**config.mk**
```make
export PLATFORM = sky130hd
export DESIGN_NAME = cnn_layer_accel_fetch_resp
export DESIGN_NICKNAME = d
export VERILOG_FILES = /design/src/rtl/cnn_layer_accel_fetch_resp.sv
export SDC_FILE = /design/constraint.sdc
export NUM_CORES = 1
export LEC_CHECK = 0
export CAP_MARGIN = 20
export CORE_AREA = 5 5 115 117
export CTS_CLUSTER_DIAMETER = 60
export DETAILED_ROUTE_END_ITERATION = 12
export DIE_AREA = 0 0 120 122
export GPL_TIMING_DRIVEN = 0
export PLACE_DENSITY = 0.84
export RECOVER_POWER = 25
export SLEW_MARGIN = 10
export SYNTH_ARGS = -nofsm -noshare
export SYNTH_HDL_FRONTEND = slang
export SYNTH_SLANG_ARGS = --single-unit
export TNS_END_PERCENT = 10
```
**constraint.sdc**
```tcl
create_clock -name clk_if -period 3.12 [get_ports clk_if]
set_clock_uncertainty 0.05 [all_clocks]
set_input_delay 0.312 -clock clk_if [delete_from_list [all_inputs] [get_ports clk_if]]
set_output_delay 0.312 -clock clk_if [all_outputs]
set_load 0.02 [all_outputs]
```
**src/rtl/cnn_layer_accel_fetch_resp.sv**
```systemverilog
`default_nettype none
// ============================================================================
// Module   : cnn_layer_accel_fetch_resp
// Brief    : Host-side job/fetch responder for cnn_layer_accel_quad; streams
//            one row of pixel words from the source per fetch request.
// Revision : 1.0 - initial release
// ============================================================================
module cnn_layer_accel_fetch_resp #(
    parameter int C_PIXEL_WIDTH = 16,
    parameter int C_NUM_CH      = 8,
    parameter int C_DIM_WIDTH   = 10,
    localparam int C_DW         = C_PIXEL_WIDTH * C_NUM_CH
) (
    input  logic                   clk_if,
    input  logic                   rst_n,
    input  logic                   cmd_valid,
    output logic                   cmd_ready,
    input  logic [C_DIM_WIDTH-1:0] cmd_num_rows,
    input  logic [C_DIM_WIDTH-1:0] cmd_num_cols,
    output logic                   done,
    output logic                   done_err,
    output logic                   extra_fetch_err,
    input  logic                   src_valid,
    output logic                   src_ready,
    input  logic [C_DW-1:0]        src_data,
    output logic                   job_start,
    input  logic                   job_accept,
    input  logic                   job_fetch_request,
    output logic                   job_fetch_ack,
    output logic                   job_fetch_complete,
    input  logic                   job_complete,
    output logic                   job_complete_ack,
    output logic                   pixel_valid,
    input  logic                   pixel_ready,
    output logic [C_DW-1:0]        pixel_data
);

    localparam logic [C_DIM_WIDTH-1:0] C_ONE = {{(C_DIM_WIDTH-1){1'b0}}, 1'b1};

    typedef enum logic [2:0] {
        S_IDLE      = 3'd0,
        S_START     = 3'd1,
        S_WAIT_REQ  = 3'd2,
        S_ACK       = 3'd3,
        S_STREAM    = 3'd4,
        S_FCOMP     = 3'd5,
        S_WAIT_DONE = 3'd6,
        S_CACK      = 3'd7
    } state_t;

    state_t                 r_state;
    logic [C_DIM_WIDTH-1:0] r_rows;
    logic [C_DIM_WIDTH-1:0] r_cols;
    logic [C_DIM_WIDTH-1:0] r_row_cnt;
    logic [C_DIM_WIDTH-1:0] r_col_cnt;

    logic                   w_streaming;
    logic                   w_beat;
    logic [C_DIM_WIDTH-1:0] w_row_next;

    // Pixel path is a pure pass-through so no word can be dropped or duplicated.
    assign w_streaming = (r_state == S_STREAM);
    assign pixel_valid = w_streaming & src_valid;
    assign src_ready   = w_streaming & pixel_ready;
    assign pixel_data  = src_data;
    assign w_beat      = pixel_valid & pixel_ready;
    assign w_row_next  = r_row_cnt + C_ONE;

    always_ff @(posedge clk_if or negedge rst_n) begin
        if (!rst_n) begin
            r_state            <= S_IDLE;
            r_rows             <= '0;
            r_cols             <= '0;
            r_row_cnt          <= '0;
            r_col_cnt          <= '0;
            cmd_ready          <= 1'b0;
            done               <= 1'b0;
            done_err           <= 1'b0;
            extra_fetch_err    <= 1'b0;
            job_start          <= 1'b0;
            job_fetch_ack      <= 1'b0;
            job_fetch_complete <= 1'b0;
            job_complete_ack   <= 1'b0;
        end else begin
            done               <= 1'b0;
            done_err           <= 1'b0;
            job_fetch_ack      <= 1'b0;
            job_fetch_complete <= 1'b0;
            job_complete_ack   <= 1'b0;

            case (r_state)
                S_IDLE: begin
                    cmd_ready <= 1'b1;
                    if (cmd_valid && cmd_ready) begin
                        r_rows          <= cmd_num_rows;
                        r_cols          <= cmd_num_cols;
                        r_row_cnt       <= '0;
                        r_col_cnt       <= '0;
                        extra_fetch_err <= 1'b0;
                        // Degenerate jobs are answered locally; the quad never sees them.
                        if (cmd_num_rows == '0 || cmd_num_cols == '0) begin
                            done     <= 1'b1;
                            done_err <= 1'b1;
                        end else begin
                            cmd_ready <= 1'b0;
                            job_start <= 1'b1;
                            r_state   <= S_START;
                        end
                    end
                end
                S_START: begin
                    if (job_accept) begin
                        job_start <= 1'b0;
                        r_state   <= S_WAIT_REQ;
                    end
                end
                S_WAIT_REQ: begin
                    if (job_fetch_request) begin
                        job_fetch_ack <= 1'b1;
                        r_state       <= S_ACK;
                    end
                end
                S_ACK: begin
                    r_state <= S_STREAM;
                end
                S_STREAM: begin
                    if (w_beat) begin
                        if (r_col_cnt == r_cols - C_ONE) begin
                            r_col_cnt          <= '0;
                            job_fetch_complete <= 1'b1;
                            r_state            <= S_FCOMP;
                        end else begin
                            r_col_cnt <= r_col_cnt + C_ONE;
                        end
                    end
                end
                S_FCOMP: begin
                    r_row_cnt <= w_row_next;
                    r_state   <= (w_row_next == r_rows) ? S_WAIT_DONE : S_WAIT_REQ;
                end
                S_WAIT_DONE: begin
                    if (job_fetch_request) begin
                        extra_fetch_err <= 1'b1;
                    end
                    if (job_complete) begin
                        job_complete_ack <= 1'b1;
                        done             <= 1'b1;
                        r_state          <= S_CACK;
                    end
                end
                S_CACK: begin
                    cmd_ready <= 1'b1;
                    r_state   <= S_IDLE;
                end
                default: begin
                    r_state <= S_IDLE;
                end
            endcase
        end
    end

endmodule
`default_nettype wire
```
; ---- After elaboration in Yosys (flattened, before gate mapping)
; Index checks and enable logic that the tools add are counted.
[totals]
ff_bits = 51
latchBits = 0
mem_bits_rw = 0
mem_bits_ro = 0
output_inout_bits = 138
wordCells = 86
mem_count = 0
[classes]
addsub = 3
n_mul = 0
div = 0
magnitude_cmp = 0
eq_ne = 17
shift = 0
mux = 34
bitwise_logic = 3
reduce_logical = 16
[ops]
columns = cell, count
row1 = $pmux W10 S2, 2
row2 = $mux W10, 3
row3 = $mux W3, 8
row4 = $pmux W3 S8, 1
row5 = $add A10 B1 Y10 const B, 2
row6 = $eq A10 B10 Y1, 2
row7 = $logic_not A10 Y1, 2
row8 = $mux W1, 16
row9 = $eq A3 B3 Y1 const B, 4
row10 = $ne A2 B2 Y1 const B, 6
row11 = $reduce_bool A2 Y1, 5
row12 = $sub A10 B1 Y10 const B, 1
row13 = $pmux W1 S2, 4
row14 = $reduce_and A7 Y1, 1
row15 = $eq A3 B2 Y1 const B, 2
row16 = $reduce_and A3 Y1, 2
row17 = $ne A2 B1 Y1 const B, 2
row18 = $reduce_and A2 Y1, 2
row19 = $reduce_and A4 Y1, 1
row20 = $and A1 B1 Y1, 3
row21 = $eq A3 B1 Y1 const B, 1
row22 = $logic_not A3 Y1, 1
row23 = $logic_and A1 B1 Y1, 1
row24 = $logic_or A1 B1 Y1, 1

; ---- Depth between registers and ports, before layout
[logic_depth]
word_depth = 5
ltp_mapped = 9
ltp_nobuf = 8

; ---- Worst setup path after synthesis
; Ideal clock, no wire load.
[synth_path]
kind = reg2reg
startpoint = register r_cols[0]
endpoint = register r_state[1]
setup_ps = 128
t_arrival_ps = 2437
required_time_ps = 2942
setup_slack_ps = 505
stages_incl_launch_ff = 10
n_path_buf = 1
period_less_slack_ps = 2615
path_cell_list = dfrtp_1 inv_1 ha_1 or4b_4 nor3_1 o2111ai_1 a2111o_1 buf_6 a211oi_2 mux2_1
[synth_via]
elab_chain_len = 4
[synth_rtl]
columns = item, line_no
row1 = from (decl), 53  ; logic [C_DIM_WIDTH-1:0] r_cols;
row2 = from (signal assigned), 96  ; r_cols <= cmd_num_cols;
row3 = $sub A10 B1 Y10, 128  ; if (r_col_cnt == r_cols - C_ONE) begin
row4 = $eq A10 B10 Y1, 128
row5 = $ne A2 B1 Y1 (no line), -
row6 = $reduce_and A7 Y1 (no line), -
row7 = to (signal assigned), 139  ; r_state <= (w_row_next == r_rows) ? S_WAIT_DONE : S_WAIT_REQ;
row8 = to (decl), 51  ; state_t r_state;
; No other way between the ends.
; A chain may end at the register's enable or synchronous reset.

; ---- Worst setup path in the final report
; Ends and elaborated chain as after synthesis.

==> results.toml <==
[status]
status = "finished, final reports clean"

[synthesis]
ys_types = 55
ys_warn_count = 0
synth.most_common_cell = "buf_4"
ys_seq_area_share_pct = 31.19
synth.avg_cell_area_um2 = 8.333
yosys.area.top_type = "dfrtp_1"
netlist_area_um2 = 4091
synth_common_cells = "buf_4 (128), nand2_1 (81), dfrtp_1 (51)"
ys_seq_elements = 51
syn_nets = 654
syn_inst = 491
synthArstFlopShare_pct = 100.0
synth_edf_count = 0
synth_top_area_share_pct = 31.19
synthTopCellsByArea = "dfrtp_1 (31%), buf_4 (23%), nand2_1 (7.4%)"
synth_ff_type = "dfrtp_1"

[worst_setup_path]
crit_chain = "inv_1, ha_1, or4b_4, nor3_1, o2111ai_1, a2111o_1, buf_6, a211oi_2, mux2_1"
critPathRequiredTime_ns = 3.24
cp_data_arrival_time_ns = 2.98
crit_start = "r_cols[0]"
r2r-start = "r_cols[0]"
endpoint_kind = "flip-flop"
cp_slowest_stage_delay_ns = 0.50
critPathLaunchType = "flip-flop"
crit_fanout = 10
rr_worst_depth = 9
slowest_stage = "or4b_4"
reg2reg_to = "r_state[1]"
r2r_slack_ns = 0.27
crit_type = "reg -> reg"

[place]
place_area_um2 = 5946
place_inst = 807
gp_congestion = 0.8617
place_ws_ns = 0.3158
post-dp-hpwl_um = 9611
port_buffers = 165

[detailed_routing]
vias_per_cell = 4.741
wl_per_cell_um = 14.18
route.detailed.drc = 0
totalWireLength_um = 11560
route.antenna.remaining_nets = 0
drt-pass1-iter-count = 5
vias = 3864
drt_iter0_markers = 128

[global_route]
grt_max_degree = 28
grt_use_met1_pct = 17.83
grt_pass1_vias = 3787
grt-busiest-layer = "met2"
met3_usage_pct = 3.389
grt_usage_pct = 14.84
antenna_found_initial = 0
overflow = 0
grt_use_met2_pct = 26.41
grt_pass1_wl_um = 18110

[timing]
finalCriticalPeriod_ns = 2.851
tightestPinTransition_ns = 1.400
relSlewSlack_pct = 6.655
fmax_mhz = 350.7
drv_slew = 0
setup_tns_ns = 0
hold_violations = 0
worst_slack_ns = 0.2685
finalHoldWorstSlack_ns = 0.4446
final.period_utilization_pct = 91.39
finalSetupViolations = 0
grt_setup_unrepaired = "no"

[clocking]
ctsHoldBuffers = 1
cts_sinks = 51
worstSkewPairLatency_ns = 0.29
post-cts-setup-buffers = 0
path_clk_slew_ns = 0.07
numCtsBuffers = 5
cts-root-buf = "clkbuf_16"
htree_levels = 2
cts_resized = 0
cts_tree = "built"
clock_path_buffers = 2

[floorplanning]
initial_core_util_pct = 33.37
io-pin-count = 294
core_um2 = 12260
fp.dieW_um = 120
rows = 41
die_h_um = 122
die_area_um2 = 14640

[final_layout]
nets = 828
ff_latch_area_um2 = 1276
drive_gt1_share_pct = 23.31
multi_input_area_um2 = 1724
postLayoutCoreUtil_pct = 49.62
antennaDiodeCount = 0
fin_area_um2 = 6083
fill_cells = 1144
area_delta_synth_final_pct = 48.68
layout.cells.non_filler = 815

[min_path]
whs_path_depth = 2
hold_end = "r_rows[3]"
min-delay-start = "r_rows[3]"
hp-class = "reg -> reg"

[power_and_ir_drop]
p_total_mw = 3.211
pwr_density_cell_nw_per_um2 = 527.8
leakage_nw = 2.758
vdd_drop_max_uv = 358.2

[run]
maxCapViolCount = 0
## area by class of cell
type | instances | area share [%]
Timing Repair Buffer | 167 | 27.29
Buffer | 147 | 17.26
Multi-Input combinational cell | 282 | 28.34
Inverter | 11 | 0.6787
Sequential cell | 51 | 20.98
Clock inverter | 1 | 0.08227
Clock buffer | 6 | 2.283
Tap cell | 150 | 3.085
## state kept, by name (all words and copies together), names as in the netlist
signal,flops
r_col_cnt,10
r_cols,10
r_row_cnt,10
r_rows,10
r_state,3
cmd_ready,1
done,1
done_err,1
extra_fetch_err,1
job_complete_ack,1
job_fetch_ack,1
job_fetch_complete,1
job_start,1
## critical path, delay by kind of cell (launching register included)
kind / cells / cell delay, ns
compound gates: 3 / 0.76
fa+ha+maj: 1 / 0.21
flops: 1 / 0.42
buf+inv: 2 / 0.25
simple gates: 2 / 0.70
mux: 1 / 0.34
## layout by cell type, fill, tap and decap left out, drive strengths merged, types with 2 or more instances in the layout
master / count
clkdlybuf4s50: 156
buf: 132
nand2: 81
dfrtp: 51
o21ai: 29
clkbuf: 23
nor2: 18
nand3: 17
and3: 16
xnor2: 15
inv: 11
dlygate4sd3: 9
nor4: 8
xor2: 7
o31ai: 7
ha: 7
a31oi: 6
nor2b: 5
or2: 5
o311ai: 5
o211ai: 5
a21oi: 4
nand3b: 4
nor3: 4
o2111ai: 4
or3: 3
a221oi: 3
nor3b: 3
and2: 2
o22ai: 2
mux2i: 2
a211oi: 2
## metal layers
metal / routed length, um / vias to the layer above
li1: - / 1898
met3: 1047 / 11
met2: 5792 / 192
met1: 4521 / 1763
met5: 0 / -
met4: 194 / 0
## how the worst max path moves through the flow
stage                         endpoint  cells past startpoint
after floorplan             r_state[1]                      9
after global placement    r_row_cnt[6]                      1
after detailed placement    r_state[1]                      9
after CTS                   r_state[1]                      9
after global routing        r_state[1]                      9
final                       r_state[1]                      9
## cell families after synthesis
kind of cell	count (synthesis)	share of synthesized area, %
buffers and inverters	158	26.67
multiplexers	3	0.7645
AO/OA/AOI/OAI	77	14.01
flip-flops	51	31.19
AND/OR/NAND/NOR	173	20.52
XOR/XNOR	22	4.710
adder cells (fa/ha/maj)	7	2.141
## where the power goes
group          internal [mW]  total, mW  leakage [nW]  switching, mW
Clock                  0.314      0.551        0.0727          0.237
Sequential             0.825       1.02         0.591          0.200
Combinational          0.807       1.64          2.09          0.829
Power figures use the tool's default switching activity.
